--- src/rtl/rtc_pkg.sv ---
// rtl/rtc_pkg.sv - shared types and default timing constants for the RTC scheduler
// Contents:
//   rtc_state_t          scheduler FSM state encoding
//   RTC_POLL_PERIOD_DEF  default clk2 cycles between automatic reads
//   RTC_READ_WAIT_DEF    default clk2 cycles reserved for one read transaction
//   RTC_WRITE_WAIT_DEF   default clk2 cycles reserved for one write transaction
package rtc_pkg;

    typedef enum logic [2:0] {
        ST_IDLE      = 3'd0,
        ST_RD_STROBE = 3'd1,
        ST_RD_WAIT   = 3'd2,
        ST_RD_LATCH  = 3'd3,
        ST_WR_STROBE = 3'd4,
        ST_WR_WAIT   = 3'd5
    } rtc_state_t;

    localparam int RTC_POLL_PERIOD_DEF = 1000;
    localparam int RTC_READ_WAIT_DEF   = 64;
    localparam int RTC_WRITE_WAIT_DEF  = 112;

endpackage

--- src/rtl/rtc_bcd_check.sv ---
// rtl/rtc_bcd_check.sv - combinational range check of a seconds/minutes BCD sample
// Ports:
//   seconds  in  8  BCD seconds sample
//   minutes  in  8  BCD minutes sample
//   ok       out 1  high when both bytes are valid 00..59 BCD values
module rtc_bcd_check (
    input  logic [7:0] seconds,
    input  logic [7:0] minutes,
    output logic       ok
);

    // A high nibble of at most 5 is also at most 9, so one compare covers both limits.
    assign ok = (seconds[7:4] <= 4'd5) && (seconds[3:0] <= 4'd9) &&
                (minutes[7:4] <= 4'd5) && (minutes[3:0] <= 4'd9);

endmodule

--- src/rtl/rtc_scheduler.sv ---
// rtl/rtc_scheduler.sv - periodic read / on-demand write sequencer for an RTC driver
// Optional feature macro: RTC_SCHED_BCD_CHECK_EN (reject out-of-range BCD samples).
// Parameters:
//   POLL_PERIOD  clk2 cycles between automatic reads
//   READ_WAIT    clk2 cycles spent in RD_WAIT
//   WRITE_WAIT   clk2 cycles spent in WR_WAIT
// Ports:
//   clk2         in  1  clock, rising edge
//   rstn         in  1  synchronous active-low reset
//   poll_en      in  1  enables periodic reads
//   set_req      in  1  pulse requesting a default-time write
//   drv_seconds  in  8  seconds bus from driver
//   drv_minutes  in  8  minutes bus from driver
//   read_n       out 1  active-low read strobe
//   write_n      out 1  active-low write strobe
//   time_sec     out 8  last latched seconds (BCD)
//   time_min     out 8  last latched minutes (BCD)
//   time_valid   out 1  pulse when time_sec/time_min update
//   set_ack      out 1  pulse when a write transaction completes
//   busy         out 1  FSM not idle
//   bcd_err      out 1  sticky invalid-sample flag (0 without the macro)
module rtc_scheduler
    import rtc_pkg::*;
#(
    parameter int POLL_PERIOD = RTC_POLL_PERIOD_DEF,
    parameter int READ_WAIT   = RTC_READ_WAIT_DEF,
    parameter int WRITE_WAIT  = RTC_WRITE_WAIT_DEF
) (
    input  logic       clk2,
    input  logic       rstn,
    input  logic       poll_en,
    input  logic       set_req,
    input  logic [7:0] drv_seconds,
    input  logic [7:0] drv_minutes,
    output logic       read_n,
    output logic       write_n,
    output logic [7:0] time_sec,
    output logic [7:0] time_min,
    output logic       time_valid,
    output logic       set_ack,
    output logic       busy,
    output logic       bcd_err
);

    localparam int PW = (POLL_PERIOD > 1) ? $clog2(POLL_PERIOD) : 1;
    localparam logic [PW-1:0] POLL_LAST = PW'(POLL_PERIOD - 1);

    localparam int WAIT_MAX = (READ_WAIT > WRITE_WAIT) ? READ_WAIT : WRITE_WAIT;
    localparam int WW = (WAIT_MAX > 1) ? $clog2(WAIT_MAX) : 1;
    // Loaded on strobe entry; the wait state exits when the counter reaches zero,
    // giving exactly N cycles in the wait state.
    localparam logic [WW-1:0] RD_LOAD = WW'(READ_WAIT - 1);
    localparam logic [WW-1:0] WR_LOAD = WW'(WRITE_WAIT - 1);

    rtc_state_t    state;
    logic [WW-1:0] wait_cnt;
    logic [PW-1:0] poll_cnt;
    logic          poll_due;
    logic          pending;
    logic          set_again;   // request seen while a write is already in flight
    logic          poll_wrap;
    logic          rd_start;
    logic          wr_done;

    assign poll_wrap = poll_en && (poll_cnt == POLL_LAST);
    assign rd_start  = (state == ST_IDLE) && !pending && poll_due;
    assign wr_done   = (state == ST_WR_WAIT) && (wait_cnt == '0);

    // Poll counter and poll_due. Write completion forces a read of the new time.
    always_ff @(posedge clk2) begin
        if (!rstn) begin
            poll_cnt <= '0;
            poll_due <= 1'b0;
        end else if (!poll_en) begin
            poll_cnt <= '0;
            poll_due <= 1'b0;
        end else begin
            poll_cnt <= poll_wrap ? '0 : poll_cnt + 1'b1;
            if (poll_wrap || wr_done) begin
                poll_due <= 1'b1;
            end else if (rd_start) begin
                poll_due <= 1'b0;
            end
        end
    end

    // Write request capture. pending stays set for the whole write; requests that
    // land during the write are folded into one follow-up write.
    always_ff @(posedge clk2) begin
        if (!rstn) begin
            pending   <= 1'b0;
            set_again <= 1'b0;
        end else if (wr_done) begin
            pending   <= set_again | set_req;
            set_again <= 1'b0;
        end else if (set_req) begin
            if (state == ST_WR_STROBE || state == ST_WR_WAIT) begin
                set_again <= 1'b1;
            end else begin
                pending <= 1'b1;
            end
        end
    end

`ifdef RTC_SCHED_BCD_CHECK_EN
    logic sample_ok;

    rtc_bcd_check u_bcd_check (
        .seconds (drv_seconds),
        .minutes (drv_minutes),
        .ok      (sample_ok)
    );
`else
    assign bcd_err = 1'b0;
`endif

    always_ff @(posedge clk2) begin
        if (!rstn) begin
            state      <= ST_IDLE;
            wait_cnt   <= '0;
            read_n     <= 1'b1;
            write_n    <= 1'b1;
            time_sec   <= 8'h00;
            time_min   <= 8'h00;
            time_valid <= 1'b0;
            set_ack    <= 1'b0;
            busy       <= 1'b0;
`ifdef RTC_SCHED_BCD_CHECK_EN
            bcd_err    <= 1'b0;
`endif
        end else begin
            time_valid <= 1'b0;
            set_ack    <= 1'b0;
            case (state)
                ST_IDLE: begin
                    if (pending) begin
                        state    <= ST_WR_STROBE;
                        write_n  <= 1'b0;
                        wait_cnt <= WR_LOAD;
                        busy     <= 1'b1;
                    end else if (poll_due) begin
                        state    <= ST_RD_STROBE;
                        read_n   <= 1'b0;
                        wait_cnt <= RD_LOAD;
                        busy     <= 1'b1;
                    end
                end
                ST_RD_STROBE: begin
                    read_n <= 1'b1;
                    state  <= ST_RD_WAIT;
                end
                ST_RD_WAIT: begin
                    if (wait_cnt == '0) begin
                        state <= ST_RD_LATCH;
                    end else begin
                        wait_cnt <= wait_cnt - 1'b1;
                    end
                end
                ST_RD_LATCH: begin
`ifdef RTC_SCHED_BCD_CHECK_EN
                    if (sample_ok) begin
                        time_sec   <= drv_seconds;
                        time_min   <= drv_minutes;
                        time_valid <= 1'b1;
                    end else begin
                        bcd_err <= 1'b1;
                    end
`else
                    time_sec   <= drv_seconds;
                    time_min   <= drv_minutes;
                    time_valid <= 1'b1;
`endif
                    state <= ST_IDLE;
                    busy  <= 1'b0;
                end
                ST_WR_STROBE: begin
                    write_n <= 1'b1;
                    state   <= ST_WR_WAIT;
                end
                ST_WR_WAIT: begin
                    if (wait_cnt == '0) begin
                        state   <= ST_IDLE;
                        set_ack <= 1'b1;
                        busy    <= 1'b0;
                    end else begin
                        wait_cnt <= wait_cnt - 1'b1;
                    end
                end
                default: begin
                    state   <= ST_IDLE;
                    read_n  <= 1'b1;
                    write_n <= 1'b1;
                    busy    <= 1'b0;
                end
            endcase
        end
    end

endmodule

--- config.mk ---
export PLATFORM = sky130hd
export DESIGN_NAME = rtc_scheduler
export DESIGN_NICKNAME = d
export VERILOG_FILES = /design/src/rtl/rtc_pkg.sv /design/src/rtl/rtc_bcd_check.sv /design/src/rtl/rtc_scheduler.sv
export SDC_FILE = /design/constraint.sdc
export NUM_CORES = 1
export LEC_CHECK = 0
export BUFFER_PORTS_ARGS = -buffer_cell sky130_fd_sc_hd__clkbuf_2
export CAP_MARGIN = 20
export CORE_MARGIN = 2
export CORE_UTILIZATION = 40
export CTS_CLUSTER_SIZE = 8
export DETAILED_ROUTE_END_ITERATION = 8
export GPL_ROUTABILITY_DRIVEN = 0
export PLACE_DENSITY_LB_ADDON = 0.08
export SETUP_SLACK_MARGIN = 0.05
export SLEW_MARGIN = 10
export SYNTH_ARGS = -nofsm -noshare
export SYNTH_HDL_FRONTEND = slang
export SYNTH_SLANG_ARGS = --single-unit
--- constraint.sdc ---
create_clock -name clk2 -period 1.6 [get_ports clk2]
set_input_delay 0.32 -clock clk2 [delete_from_list [all_inputs] [get_ports clk2]]
set_output_delay 0.32 -clock clk2 [all_outputs]
set_load 0.03 [all_outputs]
==> results of run 1 <==
## report_power, final
| part | internal (mW) | switching (mW) | total [mW] |
|---|---|---|---|
| combinational | 0.786 | 0.837 | 1.62 |
| sequential | 1.25 | 0.177 | 1.43 |
| clock | 0.511 | 0.382 | 0.893 |
## Yosys cell counts (all sizes together), types with 2 or more instances
cell     number
o31a          3
ha            2
dfxtp        44
a21o          2
a311oi        2
nor2         20
clkbuf        4
nor2b         2
nor4          3
inv           3
nor3b         3
a21oi        21
a221oi        2
and3          2
and2          2
nand3         4
nor3          9
a211oi        3
nand2        42
nand2b        2
xnor2         7
nand4         4
xor2          3
buf           9
a2bb2oi       2
## stage by stage
stage	util	cells	total power, mW	TNS [ns]	setup slack [ns]
after floorplan	-	217	2.39	0	0.0784
after global placement	0.494	312	2.75	0	0.0387
after detailed placement	0.494	312	2.76	-0.00794	-0.00578
after CTS	0.529	323	3.73	0	0.0508
after global routing	0.549	326	4.18	0	0.0504
final	0.549	326	3.95	0	0.0954
## critical path, delay by kind of cell, from the launching register on
kind	cells	cell delay, ns
AOI/OAI and AO/OA	1	0.34
adders and majority gates	1	0.12
buffers and inverters	1	0.06
DFF	1	0.33
and+or+nand+nor	3	0.54
## routing by layer
| metal | GRT usage | vias to the layer above |
|---|---|---|
| met2 | 0.265 | 33 |
| met4 | 0.0494 | 0 |
| li1 | - | 858 |
| met5 | 0 | - |
| met3 | 0.0319 | 6 |
| met1 | 0.204 | 747 |
## cell type report
type                    count  area share
flip-flops and latches     44       0.364
clock inverters             2      0.0159
multi-input cells         156       0.404
repair buffers             62       0.150
inverters                   4     0.00616
well taps                  52      0.0267
clock buffers               6      0.0339
## repair_timing
action / CTS / global route
setup buffers: 3 / 3
resized for setup: 5 / 16
pin swaps: 2 / 4
setup endpoints to repair: 7 / 18
## cells by family after synthesis
| logic type | share of synthesized area |
|---|---|
| other | 0.00200 |
| XOR/XNOR | 0.0467 |
| AO/OA/AOI/OAI | 0.156 |
| flip-flops | 0.470 |
| buffers and inverters | 0.0427 |
| adder cells (fa/ha/maj) | 0.0133 |
| AND/OR/NAND/NOR | 0.264 |
| multiplexers | 0.00601 |
## worst min-delay path by stage
stage	endpoint	slack [ns]	cells past startpoint
2_1_floorplan	poll_cnt[0]	0.42	1
3_3_place_gp	poll_cnt[0]	0.44	1
3_5_place_dp	poll_cnt[0]	0.44	1
4_1_cts	time_min[4]	0.23	3
5_1_grt	time_min[4]	0.24	3
6_report	time_min[4]	0.24	3
## state kept, by name, indices dropped and copies added (netlist names)
| register | flops |
|---|---|
| read_n | 1 |
| busy | 1 |
| set_ack | 1 |
| poll_cnt | 10 |
| set_again | 1 |
| wait_cnt | 7 |
| state | 3 |
| time_min | 8 |
| pending | 1 |
| time_valid | 1 |
| write_n | 1 |
| time_sec | 8 |
| poll_due | 1 |
==> reports/metrics.json, run 1 <==
{
  "status": "complete, no violations",
  "ir_worst_vdd_uv": 847,
  "start_util": 0.422,
  "leak_pwr_nw": 0.970,
  "htreeDepth": 2,
  "num-nets-final": 295,
  "remaining_drc_errors": 0,
  "synth_enable_flop_cells": 0,
  "dr.first_iter.drc_count": 51,
  "worst_ep_arrival_time_ns": 1.69,
  "dieHeight_um": 72.5,
  "drt-total-wl_um": 4140,
  "worst_r2r_endpoint": "wait_cnt[1]",
  "timing.hold.worst.start": "drv_minutes[4]",
  "vias_per_cell": 5.04,
  "synthesized_netlist_net_count": 239,
  "worstSetupEndpointType": "flop",
  "dr.pass1.iters": 4,
  "critPathMaxStageDelay_ns": 0.34,
  "multi_input_comb_area_um2": 985,
  "critPathLaunch": "wait_cnt[0]",
  "criticalPathCategory": "reg -> reg",
  "cts.reportedPaths.clkPinSlew_ns": 0.08,
  "crit-reg2reg-launch": "wait_cnt[0]",
  "count_of_antenna_diodes_in_the_layout": 0,
  "slowest_stage": "sky130_fd_sc_hd__o311a_1",
  "top_signal_layer_used": "met4",
  "sum_of_met2_wire_segment_lengths_after_detailed_routing_um": 1910,
  "layout_commonest_cell": "sky130_fd_sc_hd__nand2_1",
  "die_width_um": 72.5,
  "yosys-top-cells-area": "sky130_fd_sc_hd__dfxtp_1, sky130_fd_sc_hd__nand2_1, sky130_fd_sc_hd__a21oi_1",
  "core_mm2": 0.00444,
  "routed-wl-met3_um": 165,
  "cap_viol_max_count": 0,
  "maxSlewViolCount": 0,
  "min-delay-path-class": "in -> reg",
  "synth.avg_cell_area_um2": 8.64,
  "io-pin-count": 42,
  "crit_path_start_kind": "flop",
  "crit_end": "wait_cnt[1]",
  "grt_pass1_vias": 1471,
  "synth-main-ff-cell": "sky130_fd_sc_hd__dfxtp_1",
  "gr-total-overflow": 0,
  "grtUsageTotal": 0.158,
  "fillerInstances": 437,
  "clkSinkCount": 44,
  "final_layout_size_suffix_gt1_frac": 0.350,
  "ys_ff_latch": 44,
  "synth.distinct_cells": 48,
  "finalHoldWorstSlack_ns": 0.240,
  "most-common-layout-cells": "sky130_fd_sc_hd__nand2_1, sky130_fd_sc_hd__clkbuf_2, sky130_fd_sc_hd__dfxtp_1, sky130_fd_sc_hd__buf_4, sky130_fd_sc_hd__a21oi_1",
  "crit_path_max_fanout": 5,
  "global_route_wire_length_before_repair_um": 6560,
  "r2r_cells": 6,
  "clk-insertion-delay-late_ns": 0.29,
  "r2r_setup_slack_ns": 0.1,
  "synth-seq-area-share": 0.470,
  "clock.fmax_mhz": 665,
  "timing_hold_violations_final": 0,
  "final_critical_path_required_period_ns": 1.50,
  "grt_setup_unrepaired": "false",
  "grt_max_degree": 26,
  "yosysWarnings": 0,
  "post_cts_hold_buffer_count": 0,
  "drtAntennaViolNets": 0,
  "synthesis.area_mm2": 0.00187,
  "syn_inst": 217,
  "area_grow_syn2layout_pct": 30.1,
  "finish.instance_area_mm2": 0.00244,
  "synth_largest_type_area_fraction": 0.470,
  "die_area_mm2": 0.00525,
  "clock-root-buffer": "sky130_fd_sc_hd__clkbuf_8",
  "worst-endpoint-required_ns": 1.79,
  "detailed_place.area_mm2": 0.00220,
  "wl_met1_um": 2030,
  "seq_area_um2": 887,
  "timing.critical_path.cells": "inv_2 -> ha_4 -> nor3b_4 -> and2_4 -> nor2_4 -> o311a_1",
  "avgRoutedWirePerCell_um": 12.7,
  "placement_rows": 24,
  "dp_hpwl_um": 2740,
  "power_density_mw_per_mm2": 1620,
  "vias": 1644,
  "tritoncts": "done",
  "io_buffers": 40,
  "post-route-period-util": 0.940,
  "timing.final.setup_violations": 0,
  "antenna_found_initial": 0,
  "synth_top_cell_by_area": "sky130_fd_sc_hd__dfxtp_1",
  "maximum_number_of_buffers_from_clock_root_to_sink": 2,
  "numCtsBuffers": 5,
  "synthArstFlopShare": 0,
  "fin_skew_ns": 0.00588
}
No activity file was read; power rests on OpenSTA's default activity.
==> run 2: changes to the inputs <==
Settings changed: BUFFER_PORTS_ARGS -buffer_cell sky130_fd_sc_hd__clkbuf_2 to not set, CTS_CLUSTER_SIZE 8 to not set, DONT_BUFFER_PORTS set to 1.
==> reports/metrics.json, run 2 (synthesis results as in run 1) <==
{
  "vias_per_cell": {"value": 5.48, "change": "+8.7%"},
  "start_util": {"value": 0.422, "change": "unchanged"},
  "timing.hold.worst_endpoint": "read_n",
  "grt_setup_unrepaired": "true",
  "core": {"value": 0.00444, "unit": "mm²", "change": "unchanged"},
  "criticalPathCategory": "reg -> reg",
  "cap_viol_max_count": {"value": 0, "change": "unchanged"},
  "gr-total-overflow": {"value": 0, "change": "unchanged"},
  "post-route-period-util": {"value": 0.943, "change": "+0.00246"},
  "finish.instance_area": {"value": 0.00221, "unit": "mm²", "change": "-9.3%"},
  "leak_pwr": {"value": 0.775, "unit": "nW", "change": "-20%"},
  "power_density": {"value": 1790, "unit": "mW/mm²", "change": "+10%"},
  "drtAntennaViolNets": {"value": 0, "change": "unchanged"},
  "final_cell_count_no_fill": {"value": 282, "change": "-13%"},
  "placement_rows": {"value": 24, "change": "unchanged"},
  "final_layout_size_suffix_gt1_frac": {"value": 0.222, "change": "-0.129"},
  "grt_max_degree": {"value": 23, "change": "-12%"},
  "r2r_cells": {"value": 4, "change": "-2"},
  "vias": {"value": 1546, "change": "-6.0%"},
  "layout_top_registers": "poll_cnt x10, time_min x8, time_sec x8",
  "drt-total-wl": {"value": 4070, "unit": "µm", "change": "-1.8%"},
  "clkSinkCount": {"value": 44, "change": "unchanged"},
  "timing.final.setup_violations": {"value": 0, "change": "unchanged"},
  "dr.first_iter.drc_count": {"value": 52, "change": "+2.0%"},
  "largest_register_ff_count": {"value": 10, "change": "unchanged"},
  "maxSlewViolCount": {"value": 0, "change": "unchanged"},
  "die_area": {"value": 0.00525, "unit": "mm²", "change": "unchanged"},
  "crit_path_max_fanout": {"value": 3, "change": "-2"},
  "hold_path_cell_cnt": {"value": 1, "change": "-2"},
  "htreeDepth": {"value": 2, "change": "unchanged"},
  "io-pin-count": {"value": 42, "change": "unchanged"},
  "post_cts_hold_buffer_count": {"value": 0, "change": "unchanged"},
  "numCtsBuffers": {"value": 5, "change": "unchanged"},
  "die_width": {"value": 72.5, "unit": "µm", "change": "unchanged"},
  "count_of_placed_standard_cells_including_taps": {"value": 267, "change": "-14%"},
  "final_critical_path_required_period": {"value": 1.51, "unit": "ns", "change": "+0.00393 ns"},
  "io_buffers": {"value": 0, "change": "-100%"},
  "clock.fmax": {"value": 663, "unit": "MHz", "change": "-0.26%"},
  "antenna_found_initial": {"value": 0, "change": "unchanged"},
  "timing_hold_violations_final": {"value": 0, "change": "unchanged"},
  "cts.reportedPaths.clkPinSlew": {"value": 0.08, "unit": "ns", "change": "about the same"},
  "dr.pass1.iters": {"value": 4, "change": "unchanged"},
  "fin_skew": {"value": 0.00746, "unit": "ns", "change": "+0.00158 ns"},
  "top_register": "poll_cnt",
  "status": "complete, no violations",
  "grt_pass1_vias": {"value": 1441, "change": "-2.0%"},
  "dieHeight": {"value": 72.5, "unit": "µm", "change": "unchanged"},
  "most-common-layout-cells": "sky130_fd_sc_hd__nand2_1, sky130_fd_sc_hd__dfxtp_1, sky130_fd_sc_hd__a21oi_1, sky130_fd_sc_hd__nor2_1, sky130_fd_sc_hd__buf_4",
  "remaining_drc_errors": {"value": 0, "change": "unchanged"},
  "global_route_wire_length_before_repair": {"value": 6490, "unit": "µm", "change": "-1.1%"},
  "detailed_place.area": {"value": 0.00196, "unit": "mm²", "change": "-11%"},
  "layout_commonest_cell": "sky130_fd_sc_hd__nand2_1",
  "r2r_setup_slack": {"value": 0.09, "unit": "ns", "change": "about the same"},
  "crit_path_start_kind": "flop",
  "timing.hold.worst.start": "rstn",
  "crit-reg2reg-launch": "wait_cnt[0]",
  "ir_worst_vdd": {"value": 883, "unit": "µV", "change": "+4.2%"},
  "avgRoutedWirePerCell": {"value": 14.4, "unit": "µm", "change": "+14%"},
  "worstSetupEndpointType": "flop",
  "worst_r2r_endpoint": "wait_cnt[3]",
  "grtUsageTotal": {"value": 0.159, "change": "+0.00158"},
  "min-delay-path-class": "in -> reg",
  "area_grow_syn2layout_pct": 18.0,
  "worst-endpoint-required": {"value": 1.79, "unit": "ns", "change": "about the same"},
  "count_of_antenna_diodes_in_the_layout": {"value": 0, "change": "unchanged"},
  "maximum_number_of_buffers_from_clock_root_to_sink": {"value": 2, "change": "unchanged"},
  "worst_ep_arrival_time": {"value": 1.70, "unit": "ns", "change": "about the same"},
  "clock-root-buffer": "sky130_fd_sc_hd__clkbuf_8",
  "tritoncts": "done",
  "dp_hpwl": {"value": 2850, "unit": "µm", "change": "+4.0%"},
  "num-nets-final": {"value": 251, "change": "-15%"},
  "clk-insertion-delay-late": {"value": 0.30, "unit": "ns", "change": "about the same"}
}
==> run 2: cell types whose count changed in the layout (fill, tap and decap cells not counted), sizes merged <==
cell and delta:
inv +1, clkbuf -41, clkinv -1, buf -4, clkinvlp +1
==> run 2: layout make-up <==
cell class / count / area (µm²)
Clock buffer: 5 / 68.8
Inverter: 4 / 15.0
Timing Repair Buffer: 18 / 139
Tap cell: 52 / 65.1
Fill cell: 436 / 2230
Sequential cell: 44 / 886
Clock inverter: 3 / 46.3
Multi-Input combinational cell: 156 / 991
==> run 2: layer usage <==
metal | up-vias | wire [µm] | GRT usage
li1 | 775 | - | -
met1 | 724 | 1770 | 0.189
met2 | 40 | 2000 | 0.263
met3 | 7 | 225 | 0.0542
met4 | 0 | 65 | 0.0679
met5 | - | 0 | 0
==> run 2: critical path: stages, from the launching register on <==
cell and delay [ns]:
sky130_fd_sc_hd__dfxtp_2 0.33, sky130_fd_sc_hd__buf_4 0.14, sky130_fd_sc_hd__or3_4 0.39, sky130_fd_sc_hd__o31a_1 0.30, sky130_fd_sc_hd__o31a_1 0.23
==> run 2: through the flow <==
stage	total power, mW	setup slack (ns)	TNS (ns)	utilization	hold slack [ns]
floorplan	2.39	0.0784	0	-	0.418
global placement	2.63	0.0474	0	0.441	0.387
detailed placement	2.67	-0.0211	-0.0273	0.441	0.386
CTS	3.59	0.0180	0	0.472	0.0732
global route	4.19	0.00697	0	0.497	0.0742
finish	3.95	0.0915	0	0.497	0.0821
==> run 2: worst max path at each step <==
| stage | from | endpoint | depth (start not counted) |
|---|---|---|---|
| after floorplan | wait_cnt[0] | wait_cnt[3] | 6 |
| after global placement | wait_cnt[0] | wait_cnt[3] | 6 |
| after detailed placement | wait_cnt[0] | wait_cnt[3] | 6 |
| after CTS | wait_cnt[1] | wait_cnt[2] | 6 |
| after global routing | wait_cnt[0] | pending | 7 |
| final | wait_cnt[0] | wait_cnt[3] | 4 |
==> run 2: report_power, final <==
part	switching [mW]	total, mW	leakage [nW]	internal [mW]
Clock	0.395	0.865	0.0548	0.470
Combinational	0.756	1.56	0.361	0.805
Sequential	0.270	1.52	0.359	1.25
Total	1.42	3.95	0.775	2.53
==> run 2: repair_timing <==
action,4_1_cts,5_1_grt
pin swaps,2,8
setup endpoints to repair,7,21
setup buffers,2,5
resized for setup,5,18
==> run 3: changes to the inputs <==
Settings changed: HOLD_SLACK_MARGIN set to 0.15, RECOVER_POWER set to 50.
==> reports/metrics.json, run 3 (synthesis results as in run 1) <==
{
  "maxSlewViolCount": {"value": 0, "change": "unchanged"},
  "cts.reportedPaths.clkPinSlew": {"value": 0.08, "unit": "ns", "change": "about the same"},
  "drt-total-wl": {"value": 4210, "unit": "µm", "change": "+3.6%"},
  "crit_family": "compound AO/OA/AOI/OAI gates",
  "worst_r2r_endpoint": "wait_cnt[3]",
  "most-common-layout-cells": "sky130_fd_sc_hd__nand2_1, sky130_fd_sc_hd__dfxtp_1, sky130_fd_sc_hd__a21oi_1, sky130_fd_sc_hd__nor2_1, sky130_fd_sc_hd__buf_4",
  "io-pin-count": {"value": 42, "change": "unchanged"},
  "timing.final.setup_violations": {"value": 0, "change": "unchanged"},
  "fin_setup_tns": {"value": 0, "unit": "ns", "change": "unchanged"},
  "worst-endpoint-required": {"value": 1.79, "unit": "ns", "change": "about the same"},
  "fin_util": {"value": 0.516, "change": "+0.0189"},
  "fillerInstances": {"value": 428, "change": "-1.8%"},
  "min-delay-path-class": "in -> reg",
  "die_width": {"value": 72.5, "unit": "µm", "change": "unchanged"},
  "final_critical_path_required_period": {"value": 1.51, "unit": "ns", "change": "-0.00171 ns"},
  "numCtsBuffers": {"value": 5, "change": "unchanged"},
  "vias": {"value": 1586, "change": "+2.6%"},
  "num-nets-final": {"value": 260, "change": "+3.6%"},
  "place_worst_setup_slack": {"value": -0.0211, "unit": "ns", "change": "unchanged"},
  "top_register": "poll_cnt",
  "clock-root-buffer": "sky130_fd_sc_hd__clkbuf_8",
  "grtUsageTotal": {"value": 0.164, "change": "+0.00465"},
  "largest_register_ff_count": {"value": 10, "change": "unchanged"},
  "cp_common_cell": "sky130_fd_sc_hd__o31a_1",
  "status": "complete, no violations",
  "timing.hold.worst_endpoint": "time_sec[5]",
  "dieHeight": {"value": 72.5, "unit": "µm", "change": "unchanged"},
  "dr.pass1.iters": {"value": 6, "change": "+2"},
  "timing.critical_path.buf_inv": {"value": 1, "change": "unchanged"},
  "core": {"value": 0.00444, "unit": "mm²", "change": "unchanged"},
  "vias_per_cell": {"value": 5.45, "change": "-0.59%"},
  "crit-reg2reg-launch": "wait_cnt[0]",
  "timing.critical_path.cells": "buf_4 -> or3_4 -> o31a_1 -> o31a_1",
  "power_density": {"value": 1730, "unit": "mW/mm²", "change": "-3.3%"},
  "remaining_drc_errors": {"value": 0, "change": "unchanged"},
  "slowest_stage": "sky130_fd_sc_hd__or3_4",
  "globalRouteMet2Util": {"value": 0.277, "change": "+0.0143"},
  "grt_util_met3": {"value": 0.0528, "change": "-0.00139"},
  "avgRoutedWirePerCell": {"value": 14.5, "unit": "µm", "change": "+0.36%"},
  "timing_hold_violations_final": {"value": 0, "change": "unchanged"},
  "layout_top_registers": "poll_cnt x10, time_min x8, time_sec x8",
  "clk-insertion-delay-late": {"value": 0.30, "unit": "ns", "change": "about the same"},
  "io_buffers": {"value": 0, "change": "unchanged"},
  "timing.hold.worst.start": "drv_seconds[5]",
  "start_util": {"value": 0.422, "change": "unchanged"},
  "met1_grt_util": {"value": 0.192, "change": "+0.00260"},
  "fin_skew": {"value": 0.00655, "unit": "ns", "change": "-0.000912 ns"},
  "timing.final.ws_setup": {"value": 0.0932, "unit": "ns", "change": "+0.00171 ns"},
  "grt_pass1_vias": {"value": 1493, "change": "+3.6%"},
  "clkSinkCount": {"value": 44, "change": "unchanged"},
  "r2r_setup_slack": {"value": 0.09, "unit": "ns", "change": "about the same"},
  "dp_hpwl": {"value": 2850, "unit": "µm", "change": "unchanged"},
  "htreeDepth": {"value": 2, "change": "unchanged"},
  "dr.first_iter.drc_count": {"value": 49, "change": "-5.8%"},
  "grt_max_degree": {"value": 23, "change": "unchanged"},
  "maxSlewHeadroom": 0.639,
  "gr-max-usage-layer": "met2",
  "global_route_wire_length_before_repair": {"value": 6640, "unit": "µm", "change": "+2.4%"},
  "die_area": {"value": 0.00525, "unit": "mm²", "change": "unchanged"},
  "clock.fmax": {"value": 664, "unit": "MHz", "change": "+0.11%"},
  "grt_setup_unrepaired": "true",
  "drtAntennaViolNets": {"value": 0, "change": "unchanged"},
  "ir_worst_vdd": {"value": 882, "unit": "µV", "change": "-0.17%"},
  "criticalPathCategory": "reg -> reg",
  "maximum_number_of_buffers_from_clock_root_to_sink": {"value": 2, "change": "unchanged"},
  "tritoncts": "done",
  "area_grow_syn2layout_pct": 22.4,
  "post-route-period-util": {"value": 0.942, "change": "-0.00107"},
  "layout_commonest_cell": "sky130_fd_sc_hd__nand2_1",
  "final_layout_size_suffix_gt1_frac": {"value": 0.205, "change": "-0.0167"},
  "critPathMaxStageDelay": {"value": 0.39, "unit": "ns", "change": "about the same"},
  "crit_path_max_fanout": {"value": 3, "change": "unchanged"},
  "r2r_cells": {"value": 4, "change": "unchanged"},
  "crit_path_start_kind": "flop",
  "leak_pwr": {"value": 0.815, "unit": "nW", "change": "+5.2%"},
  "count_of_antenna_diodes_in_the_layout": {"value": 0, "change": "unchanged"},
  "worst_ep_arrival_time": {"value": 1.70, "unit": "ns", "change": "about the same"},
  "worstSetupEndpointType": "flop",
  "placement_rows": {"value": 24, "change": "unchanged"},
  "worst_pin_slew_ns": 0.541,
  "cap_viol_max_count": {"value": 0, "change": "unchanged"},
  "hold_path_cell_cnt": {"value": 2, "change": "+1"},
  "antenna_found_initial": {"value": 0, "change": "unchanged"},
  "gr-total-overflow": {"value": 0, "change": "unchanged"}
}
[run 3: worst max path at each step]
stage	start	cells past startpoint	endpoint
floorplan	wait_cnt[0]	6	wait_cnt[3]
global route	wait_cnt[0]	7	pending
detailed placement	wait_cnt[0]	6	wait_cnt[3]
global placement	wait_cnt[0]	6	wait_cnt[3]
finish	wait_cnt[0]	4	wait_cnt[3]
CTS	wait_cnt[1]	6	wait_cnt[2]
[run 3: per-layer routing]
metal | vias up | wire length (µm)
met2 | 47 | 2090
met4 | 0 | 67
met1 | 739 | 1810
met3 | 7 | 237
met5 | - | 0
li1 | 793 | -
[run 3: report_power, final]
part,internal [mW],switching [mW]
logic,0.816,0.761
registers,1.25,0.270
clock network,0.470,0.393
total,2.54,1.42
[run 3: metrics by stage]
stage / hold WS (ns) / power (mW) / instance area (µm²) / cells
final: 0.154 / 3.97 / 2290 / 291
after global routing: 0.153 / 4.21 / 2290 / 291
after CTS: 0.151 / 3.61 / 2180 / 285
after detailed placement: 0.386 / 2.67 / 1960 / 267
after global placement: 0.387 / 2.63 / 1960 / 267
after floorplan: 0.418 / 2.39 / 1880 / 217
[run 3: final cells by class]
cell class,instances,area [µm²],area share
flip-flops and latches,44,886,0.386
inverters,4,15.0,0.00654
clock inverters,3,46.3,0.0202
multi-input cells,156,987,0.430
well taps,52,65.1,0.0284
clock buffers,5,68.8,0.0300
repair buffers,27,226,0.0987
[run 3: timing repair]
item / 4_1_cts / 5_1_grt
pin swaps: 2 / 8
hold endpoints to repair: 12 / 1
hold buffers: 8 / 1
resized for setup: 5 / 18
buffers inserted: 2 / 5
gates cloned: 0 / 0
setup endpoints to repair: 7 / 21
